### src/rtl/aardvark_bus_pkg.sv
`default_nettype none
// ============================================================================
// aardvark_bus_pkg : shared types and constants for the accumulator data bus
// Rev 1.0
// ============================================================================
package aardvark_bus_pkg;

    localparam int BUS_W = 8;

    // One-hot so each grant output is a flop bit with no decode.
    typedef enum logic [2:0] {
        ST_IDLE = 3'b001,
        ST_G0   = 3'b010,
        ST_G1   = 3'b100
    } arb_state_e;

    localparam int ST_G0_BIT = 1;
    localparam int ST_G1_BIT = 2;

endpackage : aardvark_bus_pkg
`default_nettype wire

### src/rtl/bus_mux2_w.sv
`default_nettype none
// ============================================================================
// bus_mux2_w : parameterised WIDTH-bit 2:1 data mux
// Rev 1.0
// ============================================================================
module bus_mux2_w
    import aardvark_bus_pkg::*;
#(
    parameter int WIDTH = BUS_W
) (
    input  logic             i_sel,
    input  logic [WIDTH-1:0] i_in0,
    input  logic [WIDTH-1:0] i_in1,
    output logic [WIDTH-1:0] o_out
);

    assign o_out = i_sel ? i_in1 : i_in0;

endmodule : bus_mux2_w
`default_nettype wire

### src/rtl/bus_arbiter2.sv
`default_nettype none
// ============================================================================
// bus_arbiter2 : two-requester round-robin arbiter with bounded hold time
// Rev 1.0
// ============================================================================
module bus_arbiter2
    import aardvark_bus_pkg::*;
#(
    parameter int WIDTH    = BUS_W,
    parameter int MAX_HOLD = 4,
    parameter int CNT_W    = 3
) (
    input  logic             clk,
    input  logic             rst_n,
    input  logic             req0,
    input  logic             req1,
    input  logic [WIDTH-1:0] din0,
    input  logic [WIDTH-1:0] din1,
    output logic             gnt0,
    output logic             gnt1,
    output logic             sel,
    output logic             bus_valid,
    output logic [WIDTH-1:0] bus_out
);

    localparam bit               PREEMPT_EN  = (MAX_HOLD != 0);
    localparam logic [CNT_W-1:0] C_HOLD_LAST = CNT_W'(PREEMPT_EN ? MAX_HOLD - 1 : 0);
    localparam logic [CNT_W-1:0] C_CNT_MAX   = '1;

    arb_state_e       state_q, state_d;
    logic             sel_q, sel_d;
    logic             last_q, last_d;
    logic [CNT_W-1:0] hold_cnt_q, hold_cnt_d;

    logic             owner_idx;
    logic             owner_req;
    logic             other_req;
    logic             grant_en;
    logic             grant_idx;
    logic [WIDTH-1:0] mux_out;

    always_ff @(posedge clk or negedge rst_n) begin
        if (!rst_n) begin
            state_q    <= ST_IDLE;
            sel_q      <= 1'b0;
            last_q     <= 1'b1;
            hold_cnt_q <= '0;
        end else begin
            state_q    <= state_d;
            sel_q      <= sel_d;
            last_q     <= last_d;
            hold_cnt_q <= hold_cnt_d;
        end
    end

    always_comb begin
        state_d    = state_q;
        sel_d      = sel_q;
        last_d     = last_q;
        hold_cnt_d = hold_cnt_q;
        grant_en   = 1'b0;
        grant_idx  = 1'b0;

        owner_idx  = state_q[ST_G1_BIT];
        owner_req  = owner_idx ? req1 : req0;
        other_req  = owner_idx ? req0 : req1;

        case (state_q)
            ST_IDLE: begin
                if (req0 && req1) begin
                    grant_en  = 1'b1;
                    grant_idx = ~last_q;
                end else if (req0 || req1) begin
                    grant_en  = 1'b1;
                    grant_idx = req1;
                end
            end

            ST_G0, ST_G1: begin
                if (!owner_req) begin
                    if (other_req) begin
                        grant_en  = 1'b1;
                        grant_idx = ~owner_idx;
                    end else begin
                        state_d = ST_IDLE;
                    end
                end else if (other_req) begin
                    // Count only while the other side is actually waiting.
                    if (PREEMPT_EN && (hold_cnt_q == C_HOLD_LAST)) begin
                        grant_en  = 1'b1;
                        grant_idx = ~owner_idx;
                    end else if (hold_cnt_q != C_CNT_MAX) begin
                        hold_cnt_d = hold_cnt_q + CNT_W'(1);
                    end
                end else begin
                    hold_cnt_d = '0;
                end
            end

            default: begin
                state_d    = ST_IDLE;
                hold_cnt_d = '0;
            end
        endcase

        if (grant_en) begin
            state_d    = grant_idx ? ST_G1 : ST_G0;
            sel_d      = grant_idx;
            last_d     = grant_idx;
            hold_cnt_d = '0;
        end
    end

    bus_mux2_w #(
        .WIDTH (WIDTH)
    ) u_mux (
        .i_sel (sel_q),
        .i_in0 (din0),
        .i_in1 (din1),
        .o_out (mux_out)
    );

    assign gnt0      = state_q[ST_G0_BIT];
    assign gnt1      = state_q[ST_G1_BIT];
    assign sel       = sel_q;
    assign bus_valid = gnt0 | gnt1;
    assign bus_out   = bus_valid ? mux_out : '0;

endmodule : bus_arbiter2
`default_nettype wire

### config.mk
export PLATFORM = sky130hd
export DESIGN_NAME = bus_arbiter2
export DESIGN_NICKNAME = d
export VERILOG_FILES = /design/src/rtl/aardvark_bus_pkg.sv /design/src/rtl/bus_mux2_w.sv /design/src/rtl/bus_arbiter2.sv
export SDC_FILE = /design/constraint.sdc
export NUM_CORES = 1
export LEC_CHECK = 0
export ABC_CLOCK_PERIOD_IN_PS = 3600
export BUFFER_PORTS_ARGS = -buffer_cell sky130_fd_sc_hd__clkbuf_2
export CAP_MARGIN = 20
export CORE_UTILIZATION = 45
export CTS_BUF_LIST = sky130_fd_sc_hd__clkbuf_16
export CTS_CLUSTER_SIZE = 14
export DETAILED_ROUTE_END_ITERATION = 7
export GPL_TIMING_DRIVEN = 0
export HOLD_SLACK_MARGIN = 0.06
export PLACE_DENSITY = 0.85
export RECOVER_POWER = 50
export REMOVE_ABC_BUFFERS = 1
export SLEW_MARGIN = 20
export SYNTH_ARGS = -nofsm -noshare
export SYNTH_HDL_FRONTEND = slang
export SYNTH_HIERARCHICAL = 1
export SYNTH_SLANG_ARGS = --single-unit
### constraint.sdc
create_clock -name clk -period 3.6 [get_ports clk]
set_input_delay 0.18 -clock clk [delete_from_list [all_inputs] [get_ports clk]]
set_output_delay 0.18 -clock clk [all_outputs]
set_load 0.01 [all_outputs]
; Word-level counts from Yosys, hierarchy flattened
; Index checks and enable logic that the tools add are counted.
[totals]
word_cells = 53
reg_bits = 8
mem_bits_rw = 0
in_bits = 20
mem_count = 0
mem_bits_ro = 0
latch_bits = 0
[op_classes]
n_div = 0
n_lt_le_gt_ge = 0
mux = 29
addsub = 1
n_reduce_logical = 5
bitwise = 3
n_eq_ne = 11
n_mul = 0
n_shift = 0
[op_table]
columns = cell, n
row1 = $mux W3, 9
row2 = $mux W8, 2
row3 = $mux W1, 14
row4 = $ne A3 B3 Y1 const B, 4
row5 = $pmux W3 S2, 2
row6 = $ne A4 B4 Y1 const B, 2
row7 = $eq A3 B2 Y1 const B, 2
row8 = $pmux W1 S2, 2
row9 = $reduce_and A4 Y1, 1
row10 = $add A3 B1 Y3 const B, 1
row11 = $eq A3 B1 Y1 const B, 1
row12 = $eq A3 B3 Y1 const B, 1
row13 = $reduce_and A3 Y1, 1
row14 = $ne A2 B2 Y1 const B, 1
row15 = $not A1 Y1, 2
row16 = $reduce_or A2 Y1, 1
row17 = $logic_and A1 B1 Y1, 1
row18 = $logic_or A1 B1 Y1, 1
row19 = $or A1 B1 Y1, 1

; Depth between registers and ports, before layout
[depth]
depth_word = 7
depth_mapped = 6
mapped_depth_nobuf = 6

; Cells and area by module
; Netlist, hierarchy kept.
[modules_own_cells]
columns = mod, area_each_um2, n_inst, cells_per_inst
row1 = bus_arbiter2, 596.8, 1, 62
row2 = bus_mux2_w, 131.4, 1, 9

; Worst setup path before layout
; No wires, ideal clock.
[synth_timing]
path_kind = reg-to-reg
start = register hold_cnt_q[0]
end = register sel_q, in the netlist sel
t_required_ns = 3.481
n_path_buf = 0
arrival_ns = 1.657
path_stages_with_launch = 7
setup_ns = 0.119
synth_period_minus_slack_ns = 1.776
path_slack_ns = 1.824
cell_sequence = dfrtp_1 ha_1 ha_1 and2b_1 or3b_4 a32oi_2 o21ba_1
[synth_between]
elab_chain_len = 5
elab_cells_between_ends = 9
cone_classes = eq/ne (1) / mux (8)
[synth_lines]
columns = element, line_no
row1 = start: declaration, bus_arbiter2.sv:33  ; logic [CNT_W-1:0] hold_cnt_q, hold_cnt_d;
row2 = start signal: assignment, bus_arbiter2.sv:52  ; hold_cnt_q <= hold_cnt_d;
row3 = $eq A3 B2 Y1 *, bus_arbiter2.sv:89  ; if (PREEMPT_EN && (hold_cnt_q == C_HOLD_LAST)) begin
row4 = $mux W1, bus_arbiter2.sv:89
row5 = $mux W1, bus_arbiter2.sv:87  ; end else if (other_req) begin
row6 = $mux W1, bus_arbiter2.sv:80  ; if (!owner_req) begin
row7 = $pmux W1 S2, bus_arbiter2.sv:68  ; case (state_q)
row8 = end signal: assignment, bus_arbiter2.sv:50  ; sel_q <= sel_d;
row9 = end: declaration, bus_arbiter2.sv:31  ; logic sel_q, sel_d;
; Mark *: on every way between the ends. The rest lies on a longest branch, timed or not.
; A chain may end at the register's enable or synchronous reset.

; Worst setup path after layout
[layout_timing]
start = register state_q[2]
end = register sel_q, in the netlist sel
[layout_between]
elab_chain_len = 5
elab_cells_between_ends = 16
cone_classes = eq/ne (3) / mux (11) / bitwise (1) / reduce/logical (1)
[layout_lines]
columns = element, line_no
row1 = start: declaration, bus_arbiter2.sv:30  ; arb_state_e state_q, state_d;
row2 = start signal: assignment, bus_arbiter2.sv:49  ; state_q <= state_d;
row3 = $not A1 Y1, "bus_arbiter2.sv:83, bus_arbiter2.sv:91"
row4 = $mux W1, bus_arbiter2.sv:89
row5 = $mux W1, bus_arbiter2.sv:87
row6 = $mux W1, bus_arbiter2.sv:80
row7 = $pmux W1 S2, bus_arbiter2.sv:68
; Several ways; a longest one is shown, not always the timed one.

==> run summary <==
status: completed
Max Slew Vio Count: 0
RSZ-0062 raised after global routing: false
setup TNS: 0 ns
commonest non-fill, non-tap cell in the layout: clkbuf_2
internal cell power: 0.471 mW
relative slew slack: 0.545
Vias: 648
# clock sinks: 8
area leader, netlist: dfrtp_1
number of antenna violations at the first check in global routing: 0
Logic pwr share: 0.479
Setup crit end kind: flop
Worst-path clk slew: 0.04 ns
vias in the first global route: 561
IO Pins: 32
TritonCTS clock tree: built
switch share: 0.368
die height: 42.2 µm
Worst path slowest cell: nor2_1
via/cell ratio: 5.45
drt first pass iters: 4
hold crit path type: in2reg
Final Hold Violating Endpoints: 0
Layout area overhead: 30.6%
Clock Power Share: 0.253
Post-Syn Area: 728 µm²
#FFs+latches synth: 8
FILL cells: 129
Tmin final: 2.00 ns
WHS: 0.213 ns
final design utilization: 0.631
clk_lat worst skew: 0.23 ns
CP delay by family, top: compound AO/OA/AOI/OAI gates
startpoint type of the worst setup path: flop
clk root buf: clkbuf_16
Crit Path Class: reg2reg
most area-consuming cells after synthesis: dfrtp_1 (21%), mux2_4 (16%), nor2b_1 (7.7%), dfstp_2 (7.2%), ha_1 (5.2%)
Distinct cells, synth: 32
gr usage total: 0.176
Iteration-0 DRC Markers: 4
PortBufs: 31
max incr delay on CP: 0.58 ns
CP Data Required Time: 3.72 ns
Synth Warn #: 6
H-tree level count: 1
Synth Instances: 71
commonest cells after routing, fill and taps aside: clkbuf_2 (25), nor2b_1 (9), mux2_4 (8)
layout cells sized above 1: 0.427
Max Cap Violations: 0
drt wl/cell: 12.2 µm
Lkg Pwr: 0.462 nW
Core Area: 1510 µm²
row count: 14
Critical Path AT: 2.12 ns
worst-margin pin slew: 0.680 ns
Antenna Cells: 0
fin cells: 119
Max IR drop VDD: 487 µV
die width: 42.2 µm
GRT overflow: 0
nets: 127
Syn Area/Cell: 10.3 µm²
antenna viol nets, final: 0
Resize count post-CTS: 0
register area share after synthesis: 0.278
worst path cell trace: nor2_1 > o211ai_1 > a32oi_2 > o21ba_1
placed cell count: 114
Setup Skew: 0.00142 ns
power per cell area: 784 nW/µm²
Placer Congestion: 0.907
initial core utilization: 0.483
cts bufs inserted: 3
Fmax: 501 MHz
drt drc: 0
sequential share of power: 0.267
WP buf/inv: 0
switching pwr: 0.275 mW
post-synth top area share: 0.206
clock buffer depth: 2
post-DP HPWL: 1.15 mm
largest net degree at the start of global routing: 12
WL final: 1.45 mm
CP max FO: 11
Final Setup Violations: 0
first-pass GRT wire length: 2.23 mm
fin crit share: 0.555
die area: 1780 µm²
==> metal layers <==
layer	GRT usage	wire length, µm
met5	0	0
met4	0.0750	16
met3	0.0991	153
met2	0.311	745
met1	0.163	535
==> power groups by stage <==
stage	sequential (mW)	clock, mW	combinational (mW)
floorplan	0.193	0	0.258
global placement	0.197	0	0.357
detailed placement	0.201	0	0.367
CTS	0.200	0.195	0.368
global route	0.207	0.198	0.387
finish	0.199	0.189	0.357
==> through the flow <==
step           instance area, µm²  total power, mW  worst slack [ns]
2_1_floorplan                 694            0.452              1.82
3_3_place_gp                  870            0.555              1.64
3_5_place_dp                  870            0.568              1.57
4_1_cts                       958            0.762              1.57
5_1_grt                       951            0.792              1.43
6_report                      951            0.746              1.60
==> worst register-to-register path, stage by stage (launching register included) <==
cell and delay, ns:
dfrtp_1 0.50, nor2_1 0.59, o211ai_1 0.28, a32oi_2 0.34, o21ba_1 0.18
==> cell usage after synthesis <==
cell / n
a211oi_1: 2
a21bo_2: 1
a221oi_1: 1
a31oi_1: 1
a32oi_2: 1
a41o_2: 1
and2b_1: 1
buf_4: 1
buf_6: 2
clkbuf_1: 1
dfrtp_1: 6
dfstp_2: 2
ha_1: 3
inv_1: 5
mux2_4: 8
nand2_1: 3
nand2b_1: 2
nand3_1: 1
nand4b_1: 1
nor2_1: 2
nor2b_1: 9
nor2b_4: 1
nor3_1: 1
nor4b_2: 1
o211ai_1: 1
o21ai_0: 4
o21ba_1: 2
o22ai_1: 2
o31ai_1: 1
o32ai_1: 1
or3b_4: 1
xnor2_1: 2
==> final timing paths <==
| path | startpoint | endpoint | slack (ns) | cells past startpoint |
|---|---|---|---|---|
| min in group asynchronous | rst_n | hold_cnt_q[1]$_DFFE_PN0P_ | 0.40 | 2 |
| hold reg to reg | hold_cnt_q[0]$_DFFE_PN0P_ | hold_cnt_q[0]$_DFFE_PN0P_ | 0.49 | 1 |
| max in group asynchronous | rst_n | state_q[0]$_DFFE_PN1P_ | 2.87 | 2 |
| hold / removal | req1 | state_q[0]$_DFFE_PN1P_ | 0.21 | 2 |
| setup / recovery | state_q[2]$_DFFE_PN0P_ | sel$_DFFE_PN0P_ | 1.60 | 4 |
| setup reg to reg | state_q[2]$_DFFE_PN0P_ | sel$_DFFE_PN0P_ | 1.60 | 4 |
==> logic make-up (layout without fill, tap and decap cells) <==
group / Yosys count / count (layout) / synth area share
xor+xnor: 2 / 2 / 0.0241
buf+inv: 9 / 41 / 0.0722
fa+ha+maj: 3 / 3 / 0.0516
flops: 8 / 8 / 0.278
simple gates: 23 / 23 / 0.211
mux: 8 / 8 / 0.165
compound gates: 18 / 18 / 0.198
==> registers in the layout, indices dropped and copies added (netlist names) <==
name	count
hold_cnt_q	3
state_q	3
last_q	1
sel	1
==> area by class of cell <==
class                           instances  area, µm²  area share
Tap cell                               16       20.0      0.0211
Inverter                                5       18.8      0.0197
Timing Repair Buffer                   32        158       0.166
Multi-Input combinational cell         54        473       0.497
Clock buffer                            3       75.1      0.0789
Sequential cell                         8        203       0.213
Clock inverter                          1       3.75     0.00395
==> timing repair <==
item | in CTS | in global routing
setup buffers | 0 | 0
hold buffers | 1 | 0
hold endpoints to repair | 8 | 0
(Power assumes the default switching activity.)
